[config.mk]
export PLATFORM = sky130hd
export DESIGN_NAME = div_bcd_convert
export DESIGN_NICKNAME = d
export VERILOG_FILES = /design/src/rtl/div_pkg.sv /design/src/rtl/bcd_digit_adj.sv /design/src/rtl/div_bcd_convert.sv
export SDC_FILE = /design/constraint.sdc
export NUM_CORES = 1
export LEC_CHECK = 0
export CORE_MARGIN = 1
export CORE_UTILIZATION = 35
export DETAILED_ROUTE_END_ITERATION = 8
export DONT_BUFFER_PORTS = 1
export REMOVE_ABC_BUFFERS = 1
export SLEW_MARGIN = 20
export SYNTH_ARGS = -nofsm -noshare
export SYNTH_HDL_FRONTEND = slang
export SYNTH_SLANG_ARGS = --single-unit
[constraint.sdc]
create_clock -name clk -period 5.3 [get_ports clk]
set_clock_uncertainty 0.2 [all_clocks]
set_input_delay 1.06 -clock clk [delete_from_list [all_inputs] [get_ports clk]]
set_output_delay 1.06 -clock clk [all_outputs]
set_load 0.005 [all_outputs]
[src/rtl/div_pkg.sv]
// Shared types and helpers for the divider-result BCD converter.
package div_pkg;

  typedef enum logic [1:0] {
    IDLE  = 2'd0,
    SHIFT = 2'd1,
    DONE  = 2'd2
  } state_t;

  // Decimal digit count of the largest unsigned value of the given width.
  function automatic int dec_digits(input int width);
    longint unsigned v;
    int d;
    v = (64'd1 << width) - 64'd1;
    d = 1;
    while (v >= 64'd10) begin
      v = v / 64'd10;
      d++;
    end
    return d;
  endfunction

endpackage

[src/rtl/bcd_digit_adj.sv]
// Double-dabble nibble correction: add 3 to a BCD digit that is 5 or more.
module bcd_digit_adj (
  input  logic [3:0] i_nib,
  output logic [3:0] o_nib
);

  assign o_nib = (i_nib >= 4'd5) ? (i_nib + 4'd3) : i_nib;

endmodule

[src/rtl/div_bcd_convert.sv]
// Converts a divider's quotient/remainder to packed BCD with a shared shift-add FSM.
// Handshakes: a transfer happens on a rising clk edge where valid && ready are both 1.
module div_bcd_convert
  import div_pkg::*;
#(
  parameter  int DIVIDEND = 3,
  parameter  int DIVISOR  = 2,
  localparam int QD       = dec_digits(DIVIDEND),
  localparam int RD       = dec_digits(DIVISOR)
) (
  input  logic                clk,
  input  logic                reset,
  input  logic                in_valid,
  output logic                in_ready,
  input  logic [DIVIDEND-1:0] quotient,
  input  logic [DIVISOR-1:0]  remainder,
  input  logic                div_zero,
  output logic                out_valid,
  input  logic                out_ready,
  output logic [4*QD-1:0]     quo_bcd,
  output logic [4*RD-1:0]     rem_bcd,
  output logic                out_err,
  output state_t              dbg_state
);

  localparam int N  = (DIVIDEND > DIVISOR) ? DIVIDEND : DIVISOR;
  localparam int CW = $clog2(N) + 1;

  state_t          r_state;
  logic [CW-1:0]   r_cnt;
  logic [N-1:0]    r_qsh;
  logic [N-1:0]    r_rsh;
  logic [4*QD-1:0] r_qacc;
  logic [4*RD-1:0] r_racc;
  logic [4*QD-1:0] r_quo_bcd;
  logic [4*RD-1:0] r_rem_bcd;
  logic            r_err;
  logic            r_out_valid;

  logic [4*QD-1:0] w_qadj;
  logic [4*RD-1:0] w_radj;
  logic [4*QD-1:0] w_qnext;
  logic [4*RD-1:0] w_rnext;

  for (genvar g = 0; g < QD; g++) begin : g_qadj
    bcd_digit_adj u_adj (.i_nib(r_qacc[4*g +: 4]), .o_nib(w_qadj[4*g +: 4]));
  end

  for (genvar g = 0; g < RD; g++) begin : g_radj
    bcd_digit_adj u_adj (.i_nib(r_racc[4*g +: 4]), .o_nib(w_radj[4*g +: 4]));
  end

  // The bit shifted out of the top digit is always zero because QD/RD digits hold the full range.
  assign w_qnext = (w_qadj << 1) | (4*QD)'(r_qsh[N-1]);
  assign w_rnext = (w_radj << 1) | (4*RD)'(r_rsh[N-1]);

  always_ff @(posedge clk or posedge reset) begin
    if (reset) begin
      r_state     <= IDLE;
      r_cnt       <= '0;
      r_qsh       <= '0;
      r_rsh       <= '0;
      r_qacc      <= '0;
      r_racc      <= '0;
      r_quo_bcd   <= '0;
      r_rem_bcd   <= '0;
      r_err       <= 1'b0;
      r_out_valid <= 1'b0;
    end else begin
      case (r_state)
        IDLE: begin
          if (in_valid) begin
            if (div_zero) begin
              r_quo_bcd   <= '1;
              r_rem_bcd   <= '1;
              r_err       <= 1'b1;
              r_out_valid <= 1'b1;
              r_state     <= DONE;
            end else begin
              r_qsh   <= N'(quotient);
              r_rsh   <= N'(remainder);
              r_qacc  <= '0;
              r_racc  <= '0;
              r_cnt   <= '0;
              r_state <= SHIFT;
            end
          end
        end
        SHIFT: begin
          r_qacc <= w_qnext;
          r_racc <= w_rnext;
          r_qsh  <= r_qsh << 1;
          r_rsh  <= r_rsh << 1;
          r_cnt  <= r_cnt + CW'(1);
          if (r_cnt == CW'(N - 1)) begin
            r_quo_bcd   <= w_qnext;
            r_rem_bcd   <= w_rnext;
            r_err       <= 1'b0;
            r_out_valid <= 1'b1;
            r_state     <= DONE;
          end
        end
        DONE: begin
          if (out_ready) begin
            r_out_valid <= 1'b0;
            r_state     <= IDLE;
          end
        end
        default: r_state <= IDLE;
      endcase
    end
  end

  assign in_ready  = (r_state == IDLE);
  assign out_valid = r_out_valid;
  assign quo_bcd   = r_quo_bcd;
  assign rem_bcd   = r_rem_bcd;
  assign out_err   = r_err;
  assign dbg_state = r_state;

endmodule

==> summary.md, run 1 <==
| Metric | Value |
|---|---|
| Vias/cell | `between 5 and 6` |
| Count of final max-slew check failures | `0` |
| MaxCap Viol Count | `0` |
| Sw Ratio | `0.384` |
| Min cycle time layout | `roughly 2.2 ns` |
| Overall die width | `about 65 um` |
| WP data arrival | `0.98 ns` |
| Clk buf depth | `2` |
| M1 wire length | `between 1 and 1.5 mm` |
| Placement-stage worst setup slack | `3.00 ns` |
| Worst reg-to-reg setup slack | `about 3.3 ns` |
| Worst-margin pin slew | `0.607 ns` |
| Root Buffer Master | `clkbuf_8` |
| H-tree depth | `2` |
| Post-route ant nets | `0` |
| RR Startpoint | `dbg_state[1]` |
| Setup tns final | `0 ns` |
| Fin. Hold Viols | `0` |
| Worst setup margin | `a little over 3 ns` |
| Critical Setup Path Class | `reg2out` |
| Sequential share of the synthesized area | `0.516` |
| Initial drt markers | `36` |
| Multi-input logic area | `about 590 sq um` |
| Initial antenna violation count | `0` |
| Rel. slew slack | `0.595` |
| Fin area | `~0.0015 sq mm` |
| Status | `finished, final reports clean` |
| P_leak | `~0.66 nW` |
| Yosys reg bits | `29` |
| CP delay by family, top | `flip-flops` |
| CTS tree | `built` |
| # diodes | `0` |
| Combinational power share | `0.340` |
| Port buffer count | `0` |
| HP Start | `r_rsh[1]` |
| Cell internal pwr | `around 0.56 mW` |
| Syn avg cell area | `a little over 10 sq um` |
| Wire length on met2 | `~1.2 mm` |
| Post-route clock period utilization | `0.423` |
| CP endpoint kind | `primary output` |
| Setup crit start kind | `flop` |
| Clock latency at the later pin of the worst-skew pair | `around 0.28 ns` |
| First drt pass iteration count | `4` |
| Reg area | `between 700 and 800 sq um` |
| Share of layout cells above drive strength 1 | `0.131` |
| Clock power share | `0.221` |
| Fmax | `approximately 0.45 GHz` |
| FILL cells | `about 350` |
| Setup bufs post-CTS | `0` |
| Cts hold-fix bufs | `0` |
| Clock Sinks | `29` |
| Share of power burned in registers | `0.439` |
| Buf+Inv Stages, Crit Path | `0` |
| CTS clk-pin slew, worst paths | `0.06 ns` |
| End of the worst register-to-register path | `quo_bcd[3]` |
| Layout area overhead | `6.76%` |
| Worst hold stages | `2` |
| DR top layer | `met4` |
| Crit-path max cell delay | `0.52 ns` |
| Post-synthesis cell count | `between 100 and 150` |
| WL met3 | `167 um` |
| Via count | `956` |
| Vias in the first global route | `between 900 and 1000` |
| Core ar. | `0.00377 sq mm` |
| Die ar. | `between 0.004 and 0.005 sq mm` |
| HPWL Detailed | `about 1.9 mm` |
| Total track usage | `0.149` |
| Worst Hold End | `r_rsh[1]` |
| First-pass GRT wire length | `around 4.6 mm` |
| RSZ-0062 raised after global routing | `false` |
| EDFF count, synth | `0` |
| Critical-path cell list | `nor2_1` |
| PwrDens | `~610 mW/mm^2` |
| R2R depth | `3` |
| # rows | `22` |
| DR WL/cell | `14.2 um` |
| Synth Flop Type | `dfrtp_1` |
| Synth cell types | `28` |
| Fin nets | `approximately 150` |
| Min-delay worst type | `reg2reg` |
| Required time of the critical path | `4.04 ns` |
| VDD IR-drop max | `between 0.2 and 0.3 mV` |
| CTS Buf Count | `5` |
| Placer congestion estimate | `between 0.7 and 0.8` |
| Initial Utilization | `0.373` |
| DRC Markers | `0` |
| Crit path max fanout | `12` |
| GRT overflow | `0` |
| CP max-delay cell | `dfrtp_1` |
| I/O pins | `23` |
| Die Span Y | `roughly 65 um` |
| YS warnings | `0` |
| Cell Area, Synth | `roughly 0.0014 sq mm` |
| NetSw | `0.351 mW` |
| Async SR Flop Fraction | `1.00` |
| Placed inst area | `~0.0014 sq mm` |
| PostCTS Resize Cnt | `0` |
| Final Setup Violations | `0` |
| Power Total | `0.913 mW` |
| Largest net degree at the start of global routing | `30` |
| Routed Wire Length | `~2.6 mm` |
==> placed cells by master, fill, tap and decap left out <==
cell type	count
a22o_1	4
inv_1	6
nor2_1	17
nand3b_1	1
a31o_2	1
nor3_1	2
clkbuf_8	7
nand2_1	15
a31oi_1	3
or2_1	1
a21oi_2	1
a22oi_1	2
dfrtp_1	29
nand2b_4	1
o21ai_0	8
ha_1	6
xnor2_1	2
o21ai_1	6
o21ai_2	2
mux2_2	2
nand2b_1	4
nand3b_4	1
inv_2	2
a21o_1	1
mux2i_1	3
o22a_1	3
clkinv_2	1
a21oi_1	6
==> cell families (layout without fill, tap and decap cells) <==
group                      after synthesis  after routing  share of synthesized area
and+or+nand+nor                         42             42                      0.144
DFF                                     29             29                      0.516
xor gates and xnor gates                 2              2                     0.0124
AOI/OAI and AO/OA                       37             37                      0.169
buffers and inverters                   15             16                     0.0684
adders and majority gates                6              6                     0.0533
muxes                                    5              5                     0.0373
==> stage by stage <==
step,hold WS [ns],utilization,std cells
6_report,0.282,0.398,185
5_1_grt,0.290,0.398,185
4_1_cts,0.284,0.398,185
3_5_place_dp,0.269,0.372,177
3_3_place_gp,0.267,0.372,177
2_1_floorplan,0.252,-,129
==> sequential cells by signal, summed over array words and instances (netlist names) <==
register,count
out_err,1
r_qacc,4
rem_bcd,4
quo_bcd,4
r_qsh,3
out_valid,1
dbg_state,2
r_rsh,3
r_racc,4
r_cnt,3
==> layer usage <==
| metal | GRT usage | vias up |
|---|---|---|
| met4 | 0.0516 | 0 |
| li1 | - | 466 |
| met5 | 0 | - |
| met2 | 0.216 | 27 |
| met1 | 0.188 | 456 |
| met3 | 0.0764 | 7 |
==> worst max-delay path by stage <==
stage                      start         to  slack (ns)  depth (start not counted)
global route        dbg_state[1]   in_ready        2.99                          1
global placement        div_zero  r_qacc[3]        3.07                          4
floorplan               div_zero  r_qacc[3]        3.18                          4
CTS                 dbg_state[1]   in_ready        3.04                          1
detailed placement      div_zero  r_racc[3]        3.00                          4
finish              dbg_state[1]   in_ready        3.06                          1
==> cell usage after synthesis, drive strengths merged, types with 3 or more instances <==
cell,instances,share of area
a22o,4,0.025
a21oi,7,0.028
o21ai,16,0.062
buf,7,0.047
inv,8,0.021
nand2b,5,0.028
nor2,17,0.045
a31oi,3,0.013
nand2,15,0.040
ha,6,0.053
dfrtp,29,0.52
o22a,3,0.019
mux2i,3,0.021
==> power by group through the flow <==
stage / Sequential [mW] / Combinational, mW / Clock (mW)
finish: 0.400 / 0.311 / 0.202
global route: 0.418 / 0.362 / 0.216
CTS: 0.403 / 0.315 / 0.206
detailed placement: 0.406 / 0.315 / 0
global placement: 0.400 / 0.296 / 0
floorplan: 0.381 / 0.252 / 0
==> worst reg2reg max path, cell delays in order, from the launching register on <==
cell and delay, ns:
dfrtp_1 0.52, nand2b_1 0.49, nor2_1 0.49, a31oi_1 0.14
==> area by class of cell <==
cell class	count	area share
clock buffers	7	0.0641
clock inverters	1	0.00333
inverters	8	0.0200
multi-input cells	92	0.390
flip-flops and latches	29	0.483
well taps	48	0.0400
Power figures use the tool's default switching activity.
==> run 2, diff against run 1 <==
==> constraint.sdc (replaced) <==
create_clock -name clk -period 2.3 [get_ports clk]
set_clock_uncertainty 0.2 [all_clocks]
set_input_delay 0.46 -clock clk [delete_from_list [all_inputs] [get_ports clk]]
set_output_delay 0.46 -clock clk [all_outputs]
set_load 0.005 [all_outputs]
==> run 2 against run 1 <==
  * Combinational power up 140%
  * Global-route usage up 0.29 points
  * First-iteration DRC count up 25%
  * Flip-flop and latch count unchanged
  * Total power up 120%
  * Sequential power up 130%
  * Clock power up 97%
  * Hold slack worse by 0.19 ns
  * Wire length up 1.6%
  * Critical endpoint is now quo_bcd[2]
==> summary.md, run 2 (synthesis results as in run 1) <==
| Metric | Value |
|---|---|
| Status | `finished, final reports clean (unchanged)` |
| Layout area overhead | `7.20% (was 6.76%)` |
| Largest net degree at the start of global routing | `30 (unchanged)` |
| Fmax | `between 0.5 and 0.6 GHz` |
| DRC Markers | `0 (unchanged)` |
| DR WL/cell | `14.2 um (about the same)` |
| First drt pass iteration count | `4 (unchanged)` |
| Fin. Hold Viols | `0 (unchanged)` |
| Post-route ant nets | `0 (unchanged)` |
| RSZ-0062 raised after global routing | `false (unchanged)` |
| Die ar. | `0.00428 sq mm (unchanged)` |
| Clk buf depth | `2 (unchanged)` |
| Power Total | `2.04 mW (was 0.913 mW)` |
| GRT overflow | `0 (unchanged)` |
| Final Setup Violations | `0 (unchanged)` |
| Setup bufs post-CTS | `0 (unchanged)` |
| Vias/cell | `5.10 (was 5.17)` |
| CTS clk-pin slew, worst paths | `0.06 ns (about the same)` |
| WP data arrival | `1.84 ns (was 0.98 ns)` |
| Routed Wire Length | `2.67 mm (was 2.63 mm)` |
| Count of final max-slew check failures | `0 (unchanged)` |
| CTS Buf Count | `5 (unchanged)` |
| Fin area | `0.00151 sq mm (was 0.00150 sq mm)` |
| Critical Setup Path Class | `reg2reg (was reg2out)` |
| Cts hold-fix bufs | `1 (was 0)` |
| Die Span Y | `65.4 um (unchanged)` |
| CTS tree | `built (unchanged)` |
| VDD IR-drop max | `0.579 mV (was 0.268 mV)` |
| I/O pins | `23 (unchanged)` |
| Placer congestion estimate | `0.692 (was 0.713)` |
| Root Buffer Master | `clkbuf_8 (unchanged)` |
| CP dominant cell by count | `a21oi_1` |
| Via count | `959 (was 956)` |
| Fin nets | `155 (was 152)` |
| Core ar. | `0.00377 sq mm (unchanged)` |
| Post-route clock period utilization | `0.799` |
| H-tree depth | `2 (unchanged)` |
| P_leak | `0.670 nW (was 0.664 nW)` |
| Most frequent cells in the layout | `dfrtp_1, nor2_1, nand2_1, o21ai_0, inv_1 (was dfrtp_1, nor2_1, nand2_1, o21ai_0, clkbuf_8)` |
| Worst-margin pin slew | `0.581 ns (was 0.607 ns)` |
| Worst reg-to-reg setup slack | `0.46 ns (was 3.32 ns)` |
| Clock latency at the later pin of the worst-skew pair | `0.28 ns (about the same)` |
| MaxCap Viol Count | `0 (unchanged)` |
| # diodes | `0 (unchanged)` |
| PwrDens | `1350 mW/mm^2 (was 608 mW/mm^2)` |
| Critical-path cell list | `inv_1, ha_1, nand2b_1, a21oi_1, mux2_2, a21oi_1 (was nor2_1)` |
| First-pass GRT wire length | `4.69 mm (was 4.59 mm)` |
| Initial drt markers | `45 (was 36)` |
| Initial antenna violation count | `0 (unchanged)` |
| Setup crit start kind | `flop (unchanged)` |
| PostCTS Resize Cnt | `0 (unchanged)` |
| Clock Sinks | `29 (unchanged)` |
| CP endpoint kind | `flop (was primary output)` |
| Overall die width | `65.4 um (unchanged)` |
| Min-delay worst type | `in2reg (was reg2reg)` |
| FILL cells | `375 (was 354)` |
| Vias in the first global route | `1046 (was 928)` |
| Crit-path max cell delay | `0.40 ns (was 0.52 ns)` |
| Placed inst area | `0.00142 sq mm (was 0.00140 sq mm)` |
| Setup tns final | `0 ns (unchanged)` |
| CP max-delay cell | `dfrtp_1 (unchanged)` |
| Most common cell after layout, fill and taps aside | `dfrtp_1 (unchanged)` |
| Share of layout cells above drive strength 1 | `0.129 (was 0.131)` |
| Required time of the critical path | `2.31 ns (was 4.04 ns)` |
| HPWL Detailed | `1.84 mm (was 1.87 mm)` |
| Port buffer count | `0 (unchanged)` |
| Min cycle time layout | `around 1.8 ns` |
| Crit path max fanout | `4 (was 12)` |
| Initial Utilization | `0.373 (unchanged)` |
| # rows | `22 (unchanged)` |
| Total track usage | `0.152 (was 0.149)` |
| Rel. slew slack | `0.613 (was 0.595)` |
## run 2: changes by cell type in the layout (fill, tap and decap cells not counted), sizes merged
cell / before / now
clkinv: 1 / 2
buf: 0 / 2
clkbuf: 7 / 6
dlygate4sd3: 0 / 1
## run 2: power breakdown
| group | total (mW) | internal (mW) | switching, mW |
|---|---|---|---|
| registers | 0.903 | 0.722 | 0.181 |
| logic | 0.741 | 0.315 | 0.426 |
| clock network | 0.398 | 0.209 | 0.189 |
## run 2: cell type report
cell class,instances,area [sq um],area share
Clock inverter,2,10.0,0.00663
Inverter,8,30.0,0.0199
Tap cell,48,60.1,0.0398
Clock buffer,6,72.6,0.0481
Multi-Input combinational cell,92,586,0.388
Sequential cell,29,726,0.481
Timing Repair Buffer,3,25.0,0.0166
## run 2: worst paths after layout
kind	to	startpoint	depth (start not counted)
worst max-delay path	quo_bcd[2]	r_qacc[0]	6
worst min-delay path	out_valid	out_ready	1
worst max register to register	quo_bcd[2]	r_qacc[0]	6
worst min register to register	r_rsh[1]	r_rsh[1]	2
max in group asynchronous	out_valid	reset	3
min in group asynchronous	rem_bcd[3]	reset	3
## run 2: metrics by stage
stage / hold slack [ns] / utilization / instances / setup WS (ns)
6_report: 0.0895 / 0.400 / 188 / 0.462
5_1_grt: 0.0782 / 0.400 / 188 / 0.250
4_1_cts: 0.0775 / 0.400 / 188 / 0.440
3_5_place_dp: 0.247 / 0.376 / 179 / 0.464
3_3_place_gp: 0.242 / 0.376 / 179 / 0.525
2_1_floorplan: 0.252 / - / 129 / 0.619
## run 2: worst max-delay path: cells and delay by family (launching register included)
| kind | cells | cell delay (ns) |
|---|---|---|
| simple gates | 1 | 0.08 |
| mux | 1 | 0.38 |
| fa+ha+maj | 1 | 0.21 |
| flops | 1 | 0.40 |
| buf+inv | 1 | 0.10 |
| compound gates | 2 | 0.39 |
## run 2: metal layers
layer,routed length (um),part of all wire,vias to the layer above,global-route usage
met2,1230,0.46,26,0.233
met3,158,0.059,4,0.0729
met5,0,0,-,0
met1,1240,0.46,460,0.173
li1,-,-,469,-
met4,44,0.016,0,0.0788
